===== src/rtl/accumulator_sequencer.sv =====
// Byte-serial instruction sequencer driving the 8-bit adder/accumulator control word.
// Optional HLT instruction enabled by defining SEQ_HALT_EN.
module accumulator_sequencer (
  input  logic       clk,
  input  logic       rst_n,
  input  logic       in_valid,
  input  logic [7:0] in_data,
  output logic       in_ready,
  output logic [7:0] imm,
  output logic       bus_imm,
  output logic       nLa,
  output logic       nLb,
  output logic       Ea,
  output logic       Eu,
  output logic       sub,
  output logic       out_stb,
  output logic       busy,
  output logic       halted,
  output logic       illegal
);

  localparam int unsigned DW  = 8;
  localparam int unsigned OPW = 4;

  localparam logic [OPW-1:0] OP_NOP = 4'h0;
  localparam logic [OPW-1:0] OP_LDA = 4'h1;
  localparam logic [OPW-1:0] OP_ADD = 4'h2;
  localparam logic [OPW-1:0] OP_SUB = 4'h3;
  localparam logic [OPW-1:0] OP_OUT = 4'h4;
  localparam logic [OPW-1:0] OP_CLR = 4'h5;
`ifdef SEQ_HALT_EN
  localparam logic [OPW-1:0] OP_HLT = 4'hF;
`endif

  typedef enum logic [2:0] {FETCH, OPND, EX1, EX2, HALT} state_t;

  typedef struct packed {
    logic in_ready;
    logic busy;
    logic bus_imm;
    logic nla;
    logic nlb;
    logic ea;
    logic eu;
    logic sub;
    logic out_stb;
  } ctrl_t;

  state_t         state;
  logic [OPW-1:0] ir;
  logic [DW-1:0]  imm_q;
  logic           illegal_q;
  ctrl_t          ctrl;
  logic [OPW-1:0] op_in;

  assign op_in = in_data[7:4];

  // State entered after an opcode is accepted in FETCH.
  function automatic state_t fetch_next(input logic [OPW-1:0] op);
    case (op)
      OP_LDA, OP_ADD, OP_SUB: fetch_next = OPND;
`ifdef SEQ_HALT_EN
      OP_HLT:                 fetch_next = HALT;
`endif
      default:                fetch_next = EX1;
    endcase
  endfunction

  function automatic logic op_illegal(input logic [OPW-1:0] op);
    case (op)
      OP_NOP, OP_LDA, OP_ADD, OP_SUB, OP_OUT, OP_CLR: op_illegal = 1'b0;
`ifdef SEQ_HALT_EN
      OP_HLT:                                         op_illegal = 1'b0;
`endif
      default:                                        op_illegal = 1'b1;
    endcase
  endfunction

  // Control word to present while in state s executing opcode op.
  function automatic ctrl_t ctrl_of(input state_t s, input logic [OPW-1:0] op);
    ctrl_t c;
    c      = '0;
    c.nla  = 1'b1;
    c.nlb  = 1'b1;
    c.busy = 1'b1;
    case (s)
      FETCH: begin
        c.in_ready = 1'b1;
        c.busy     = 1'b0;
      end
      OPND: c.in_ready = 1'b1;
      EX1: begin
        case (op)
          OP_LDA, OP_CLR: begin
            c.bus_imm = 1'b1;
            c.nla     = 1'b0;
          end
          OP_ADD, OP_SUB: begin
            c.bus_imm = 1'b1;
            c.nlb     = 1'b0;
            c.sub     = (op == OP_SUB);
          end
          OP_OUT: begin
            c.ea      = 1'b1;
            c.out_stb = 1'b1;
          end
          default: ;
        endcase
      end
      EX2: begin
        c.eu  = 1'b1;
        c.nla = 1'b0;
        c.sub = (op == OP_SUB);
      end
      default: ;
    endcase
    return c;
  endfunction

  // Sequencer: control word is registered alongside the state it belongs to.
  always_ff @(posedge clk or negedge rst_n) begin
    if (!rst_n) begin
      state     <= FETCH;
      ir        <= '0;
      imm_q     <= '0;
      illegal_q <= 1'b0;
      ctrl      <= ctrl_of(FETCH, OP_NOP);
    end else begin
      case (state)
        FETCH: if (in_valid) begin
          ir    <= op_in;
          state <= fetch_next(op_in);
          ctrl  <= ctrl_of(fetch_next(op_in), op_in);
          if (op_illegal(op_in)) illegal_q <= 1'b1;
          if (op_in == OP_CLR)   imm_q     <= '0;
        end
        OPND: if (in_valid) begin
          imm_q <= in_data;
          state <= EX1;
          ctrl  <= ctrl_of(EX1, ir);
        end
        EX1: begin
          if (ir == OP_ADD || ir == OP_SUB) begin
            state <= EX2;
            ctrl  <= ctrl_of(EX2, ir);
          end else begin
            state <= FETCH;
            ctrl  <= ctrl_of(FETCH, ir);
          end
        end
        EX2: begin
          state <= FETCH;
          ctrl  <= ctrl_of(FETCH, ir);
        end
        default: ;
      endcase
    end
  end

`ifdef SEQ_HALT_EN
  logic halted_q;

  always_ff @(posedge clk or negedge rst_n) begin
    if (!rst_n)                                      halted_q <= 1'b0;
    else if (state == FETCH && in_valid && op_in == OP_HLT) halted_q <= 1'b1;
  end

  assign halted = halted_q;
`else
  assign halted = 1'b0;
`endif

  assign in_ready = ctrl.in_ready;
  assign busy     = ctrl.busy;
  assign bus_imm  = ctrl.bus_imm;
  assign nLa      = ctrl.nla;
  assign nLb      = ctrl.nlb;
  assign Ea       = ctrl.ea;
  assign Eu       = ctrl.eu;
  assign sub      = ctrl.sub;
  assign out_stb  = ctrl.out_stb;
  assign imm      = imm_q;
  assign illegal  = illegal_q;

endmodule


===== config.mk =====
export PLATFORM = sky130hd
export DESIGN_NAME = accumulator_sequencer
export DESIGN_NICKNAME = d
export VERILOG_FILES = /design/src/rtl/accumulator_sequencer.sv
export SDC_FILE = /design/constraint.sdc
export NUM_CORES = 1
export LEC_CHECK = 0
export ABC_AREA = 1
export ABC_CLOCK_PERIOD_IN_PS = 2310
export CORE_ASPECT_RATIO = 1.25
export CORE_MARGIN = 5
export CORE_UTILIZATION = 47
export CTS_BUF_LIST = sky130_fd_sc_hd__clkbuf_8
export DETAILED_ROUTE_END_ITERATION = 8
export GPL_TIMING_DRIVEN = 1
export PLACE_DENSITY_LB_ADDON = 0.3
export RECOVER_POWER = 50
export SLEW_MARGIN = 20
export SYNTH_ARGS = -nofsm -noshare
export SYNTH_HDL_FRONTEND = slang
export SYNTH_SLANG_ARGS = --single-unit

===== constraint.sdc =====
create_clock -name clk -period 2.31 [get_ports clk]
set_input_delay 0.3465 -clock clk [delete_from_list [all_inputs] [get_ports clk]]
set_output_delay 0.3465 -clock clk [all_outputs]
set_load 0.01 [all_outputs]

==> results of run 1 <==
worst max-delay path, stage by stage:
cell           delay (ns)
dlygate4sd3_1        0.72
inv_1                0.12
nor2_1               0.32
inv_1                0.15
nand2_1              0.10
o21ai_1              0.07
flip-flops by register name, indices dropped and copies added, names as in the netlist:
signal and cells:
bus_imm 1, in_ready 1, ir 4, sub 1
illegal 1, imm 8, state 2, nLa 1
nLb 1, Eu 1, out_stb 1, busy 1
cell usage after synthesis:
master	number	area, um^2
nor2_1	19	71.32
nor2_4	2	22.52
nor2_2	3	18.77
dfstp_2	3	78.83
nand3b_1	1	7.510
nand2_2	2	12.51
o21ai_1	2	10.01
buf_6	2	22.52
o21ai_2	2	17.52
inv_1	10	37.54
nand3_2	1	10.01
buf_4	2	15.01
o21ai_0	2	10.01
nand2_1	40	150.1
inv_2	3	11.26
a31oi_1	2	12.51
nand3_1	14	70.07
conb_1	1	3.750
dfrtp_1	20	500.5
path summary, 6_finish.rpt:
kind | slack [ns] | startpoint | depth (start not counted) | endpoint
setup / recovery | 0.62 | in_valid | 6 | ir[0]
hold / removal | 0.47 | nLb | 2 | nLb
setup reg to reg | 0.92 | state[1] | 6 | ir[0]
hold reg to reg | 0.47 | nLb | 2 | nLb
max in group asynchronous | 0.74 | rst_n | 2 | state[1]
min in group asynchronous | 0.85 | rst_n | 2 | ir[1]
area by class of cell:
cell class              count  area [um^2]
flip-flops and latches     23        579.3
clock inverters             1        3.754
inverters                  13        48.80
repair buffers             29        284.0
multi-input cells          91        402.9
clock buffers               3        41.29
fillers                   206        812.0
well taps                  31        38.79
power by group through the flow:
| stage | logic, W | clock network (W) | registers [W] |
|---|---|---|---|
| after floorplan | 0.000281 | 0 | 0.000697 |
| after global placement | 0.000603 | 0 | 0.000659 |
| after detailed placement | 0.000612 | 0 | 0.000662 |
| after CTS | 0.000617 | 0.000242 | 0.000659 |
| after global routing | 0.000663 | 0.000260 | 0.000681 |
| final | 0.000595 | 0.000240 | 0.000659 |
kinds of logic (layout without fill, tap and decap cells):
logic type / Yosys count / count (layout) / share of synthesized area (%)
other: 1 / 1 / 0.3465
AND/OR/NAND/NOR: 82 / 82 / 33.53
buffers and inverters: 17 / 46 / 7.977
flip-flops: 23 / 23 / 53.53
AO/OA/AOI/OAI: 8 / 8 / 4.624
routing by layer:
layer	up-vias	routed length, um	global-route usage [%]
met3	4	115	2.594
met5	-	0	0
met1	446	976	18.13
met2	28	1137	26.55
li1	462	-	-
met4	0	28	6.709
metrics by stage:
| stage | cell area (um^2) | setup WS (ns) | util, % | hold slack (ns) |
|---|---|---|---|---|
| after detailed placement | 1371 | 0.6112 | 62.03 | 0.4597 |
| final | 1399 | 0.6233 | 63.27 | 0.4746 |
| after floorplan | 1082 | 1.284 | - | 0.05091 |
| after CTS | 1416 | 0.6347 | 64.06 | 0.4502 |
| after global placement | 1371 | 0.6679 | 62.03 | 0.4534 |
| after global routing | 1399 | 0.4803 | 63.27 | 0.5035 |
==> results.md, run 1 <==
* Avg WL per Cell at between 10 and 15 um
* I/O Pins at 30
* Worst Skew at a little under 0.001 ns
* Final Non-Filler Cells at 191
* Post-CTS sizing at 0
* DP HPWL at 1721 um
* Area Growth Syn to Fin at 29.25%
* Setup violators final at 0
* Row cnt at 19
* DRC viols at 0
* Crit path capture type: register
* Min-delay worst type: register to register
* Antenna violations before repair at 0
* Fin crit share at 73.02%
* Total GRT Usage at 15.40%
* Cell variety after synth at 19
* Cts hold-fix bufs at 0
* Synth Area per Inst at 8.262 um^2
* Worst-Margin Slew at 1.205 ns
* CTS buffer count at 3
* DRT antenna net count at 0
* Setup crit start kind: primary input
* Combinational Power Share at between 30 and 40%
* H-tree Lvls at 1
* Switch Pwr at about 0.00053 W
* Switching Fraction at around 36%
* Commonest non-fill, non-tap cells in the layout: nand2_1, clkdlybuf4s50_1, dfrtp_1, nor2_1, nand3_1
* Maxcap violations at 0
* Int Pwr at between 0.0009 and 0.001 W
* Vias at 940
* Clock Tree Buf Depth at 2
* Post-Syn Area at about 1100 um^2
* Largest net degree at the start of global routing at 24
* Max VDD drop at between 700 and 800 uV
* Crit Path Class: primary input to register
* Max Fclk at around 600 MHz
* Core area at 2211 um^2
* # diodes at 0
* Total Power at about 0.0015 W
* Starting Density at just under 50%
* Final Hold Vio Count at 0
* Layout cells sized above 1 at 9.375%
* Placed cell count at between 150 and 200
* FF+latch count, synth at 23
* Crit path DAT at about 1.8 ns
* Setup TNS at 0 ns
* Sequential share of the synthesized area at between 50% and 60%
* TritonCTS clock tree: yes
* Critical Path RT at 2.45 ns
* Post-CTS setup buffers at 0
* Worst-path clk slew at about 0.08 ns
* IO Port Bufs at 28
* Sink Count at 23
* DIE AREA at between 3000 and 4000 um^2
* Fin nets at roughly 170
* Ys Warns at 0
* Remaining Overflow, GRT at 0
* Root Buffer: clkbuf_8
* Status: finished clean
* Worst slew margin at about a fifth
* Die W at 52.92 um
* Critical Path Fanout Max at 10
* GPL Wtd Cong at ~0.76
* Unrepaired setup endpoints after global routing: false
* Clock Latency Late Sink at around 0.26 ns
* Seq pwr share at approximately 44%
* Vias in the first global route at a little under 1,000
* Static Leakage at about 0.68 nW
* Via density per instance at slightly below 5
* Commonest non-fill, non-tap cell in the layout: nand2_1
* Post-Route WL at 2258 um
* Gate count of the mapped netlist at about 130
* First-pass GRT wire length at 3967 um
* DIE HEIGHT at roughly 64 um
* PwrDens at roughly 1100 nW/um^2
* Slew Limit Fails at 0
* Drt initial violations at 15
* 1st-pass router iterations at 4
* Net Count, Synth at 142
* Clock Power Share at ~16%
* Crit path time final at ~1.7 ns
No activity file was read; power rests on OpenSTA's default activity.
==> run 2, diff against run 1 <==
Settings changed: ABC_CLOCK_PERIOD_IN_PS 2310 to 1600.
Clock period 2.31 ns to 1.6 ns, I/O delays scaled along.
==> results.md, run 2 (synthesis gave the netlist of run 1 again) <==
* Status: finished clean
* Drt initial violations at 23 (+8)
* DIE HEIGHT at 63.65 um (unchanged)
* Worst R2R Path Depth at 6 (unchanged)
* Crit Path Class: register to primary output
* Row cnt at 19 (unchanged)
* Vias in the first global route at 952 (-1.6%)
* Hold depth at 2 (unchanged)
* FF-to-FF setup slack at 0.27 ns (-0.65 ns)
* Max FFs per register at 8 (unchanged)
* Worst-Margin Slew at 0.5505 ns (-0.6549 ns)
* Root Buffer: clkbuf_8
* Placed cell count at 190 (+1.6%)
* Commonest non-fill, non-tap cell in the layout: nand2_1
* Layout cells sized above 1 at 11.66% (+2.3 points)
* Avg WL per Cell at 11.56 um (-2.2%)
* Fin nets at 175 (+1.7%)
* # diodes at 0 (unchanged)
* Slew Limit Fails at 0 (unchanged)
* Worst slew margin at 63.30% (+44 points)
* Hold Startpoint: nLb
* Hold endpoint: nLb
* Post-CTS setup buffers at 0 (unchanged)
* PwrDens at 1511 nW/um^2 (+41%)
* CP bufs+invs at 1 (-2)
* Core area at 2211 um^2 (unchanged)
* CTS buffer count at 3 (unchanged)
* Area Growth Syn to Fin at 31.56%
* First-pass GRT wire length at 4091 um (+3.1%)
* Sink Count at 23 (unchanged)
* Fin crit share at between 90% and 100%
* Final Non-Filler Cells at 194 (+1.6%)
* CP max-delay cell: dfstp_2
* Int Pwr at 0.001397 W (+45%)
* Commonest non-fill, non-tap cells in the layout: nand2_1, clkdlybuf4s50_1, nor2_1
* Via density per instance at 4.773 (-3.0%)
* Switch Pwr at 0.0007546 W (+41%)
* Switching Fraction at 35.07% (-0.64 points)
* Starting Density at 48.95% (unchanged)
* TritonCTS clock tree: yes
* Maxcap violations at 0 (unchanged)
* Combinational Power Share at 40.4% (+0.6 points)
* Crit path time final at 1.557 ns
* Highest cell delay on the worst timing path at 0.53 ns (-0.19 ns)
* 1st-pass router iterations at 4 (unchanged)
* Clock Tree Buf Depth at 2 (unchanged)
* Crit path capture type: primary output
* DRT antenna net count at 0 (unchanged)
* Reg2reg start: state[1]
* Max Fclk at between 600 and 700 MHz
* Setup TNS at 0 ns (unchanged)
* DRC viols at 0 (unchanged)
* Post-Route WL at 2242 um (-0.71%)
* Max VDD drop at 1073 uV (+42%)
* Setup violators final at 0 (unchanged)
* Unrepaired setup endpoints after global routing: false
* Critical Path Fanout Max at 2 (-8)
* Critical path depth at 1 (-5)
* Remaining Overflow, GRT at 0 (unchanged)
* M1 WL at 954 um (-2.3%)
* Met2 WL at 1111 um (-2.3%)
* Die W at 52.92 um (unchanged)
* GPL Wtd Cong at 0.8300 (+9.4%)
* H-tree Lvls at 1 (unchanged)
* CP cell instances: clkdlybuf4s50_1
* Min-delay worst type: register to register
* Clock Power Share at 16.1% (about the same)
* Antenna violations before repair at 0 (unchanged)
* Worst Skew at 0.004724 ns (+0.003743 ns)
* Seq pwr share at 43.5% (-0.6 points)
* Met3 WL at 141 um (+23%)
* IO Port Bufs at 28 (unchanged)
* WHS at 0.4657 ns (-0.008880 ns)
* Crit path max-delay family: flip-flops
* Crit path DAT at 1.32 ns (-0.51 ns)
* DIE AREA at 3368 um^2 (unchanged)
* Setup crit start kind: register
* DP HPWL at 1742 um (+1.2%)
* Total GRT Usage at 16.19% (+0.79 points)
* Vias at 926 (-1.5%)
* Clock Latency Late Sink at 0.26 ns (about the same)
* I/O Pins at 30 (unchanged)
* Largest net degree at the start of global routing at 24 (unchanged)
* Final Hold Vio Count at 0 (unchanged)
* Worst-path clk slew at 0.08 ns (about the same)
* Critical Path RT at 1.36 ns (-1.09 ns)
* Highest metal used: met4
* Worst R2R End: ir[0]
* Static Leakage at 0.7077 nW (+3.4%)
* Fill count at 194 (-5.8%)
-- run 2: cell types whose count changed in the layout (fill, tap and decap cells not counted), sizes merged --
cell | before | now
clkinv | 0 | 1
dlymetal6s2s | 0 | 1
inv | 14 | 13
clkdlybuf4s50 | 26 | 25
buf | 0 | 3
-- run 2: cell type report --
class                           count  area, um^2  area share [%]
Sequential cell                    23       579.3           40.69
Clock buffer                        3       41.29           2.900
Multi-Input combinational cell     91       400.4           28.12
Inverter                           13       48.80           3.427
Timing Repair Buffer               32       310.3           21.79
Clock inverter                      1       5.005          0.3515
Tap cell                           31       38.79           2.724
-- run 2: routing by layer --
metal  vias up  global-route usage, %
met5         -                      0
met4         0                  7.668
met3         4                  3.066
met2        26                  26.71
met1       430                  19.73
li1        466                      -
-- run 2: how the worst max path moves through the flow --
stage / from / endpoint / slack [ns]
3_5_place_dp: in_data[4] / imm[7] / 0.11
5_1_grt: nLa / nLa / 0.004
2_1_floorplan: state[1] / ir[0] / 0.57
3_3_place_gp: in_data[4] / imm[1] / 0.17
4_1_cts: in_ready / in_ready / 0.03
6_report: nLb / nLb / 0.04
-- run 2: power by group through the flow --
stage / registers (W) / logic (W) / clock network, W
after floorplan: 0.00101 / 0.000405 / 0
after global placement: 0.000947 / 0.000879 / 0
after detailed placement: 0.000948 / 0.000892 / 0
after CTS: 0.000944 / 0.000899 / 0.000355
after global routing: 0.000968 / 0.000975 / 0.000383
final: 0.000936 / 0.000869 / 0.000347
-- run 2: stage by stage --
step / setup WS (ns) / total power, W / area (um^2) / utilization, %
final: 0.04275 / 0.002152 / 1424 / 64.40
after detailed placement: 0.1086 / 0.001840 / 1394 / 63.04
after CTS: 0.02792 / 0.002198 / 1440 / 65.14
after floorplan: 0.5737 / 0.001412 / 1082 / -
after global placement: 0.1678 / 0.001826 / 1394 / 63.04
after global routing: 0.003762 / 0.002326 / 1424 / 64.40
-- run 2: repair_timing --
action	CTS	global route
gates resized for setup	0	1
endpoints found under the hold margin	0	0
hold buffers	0	0
setup endpoints to repair	0	1
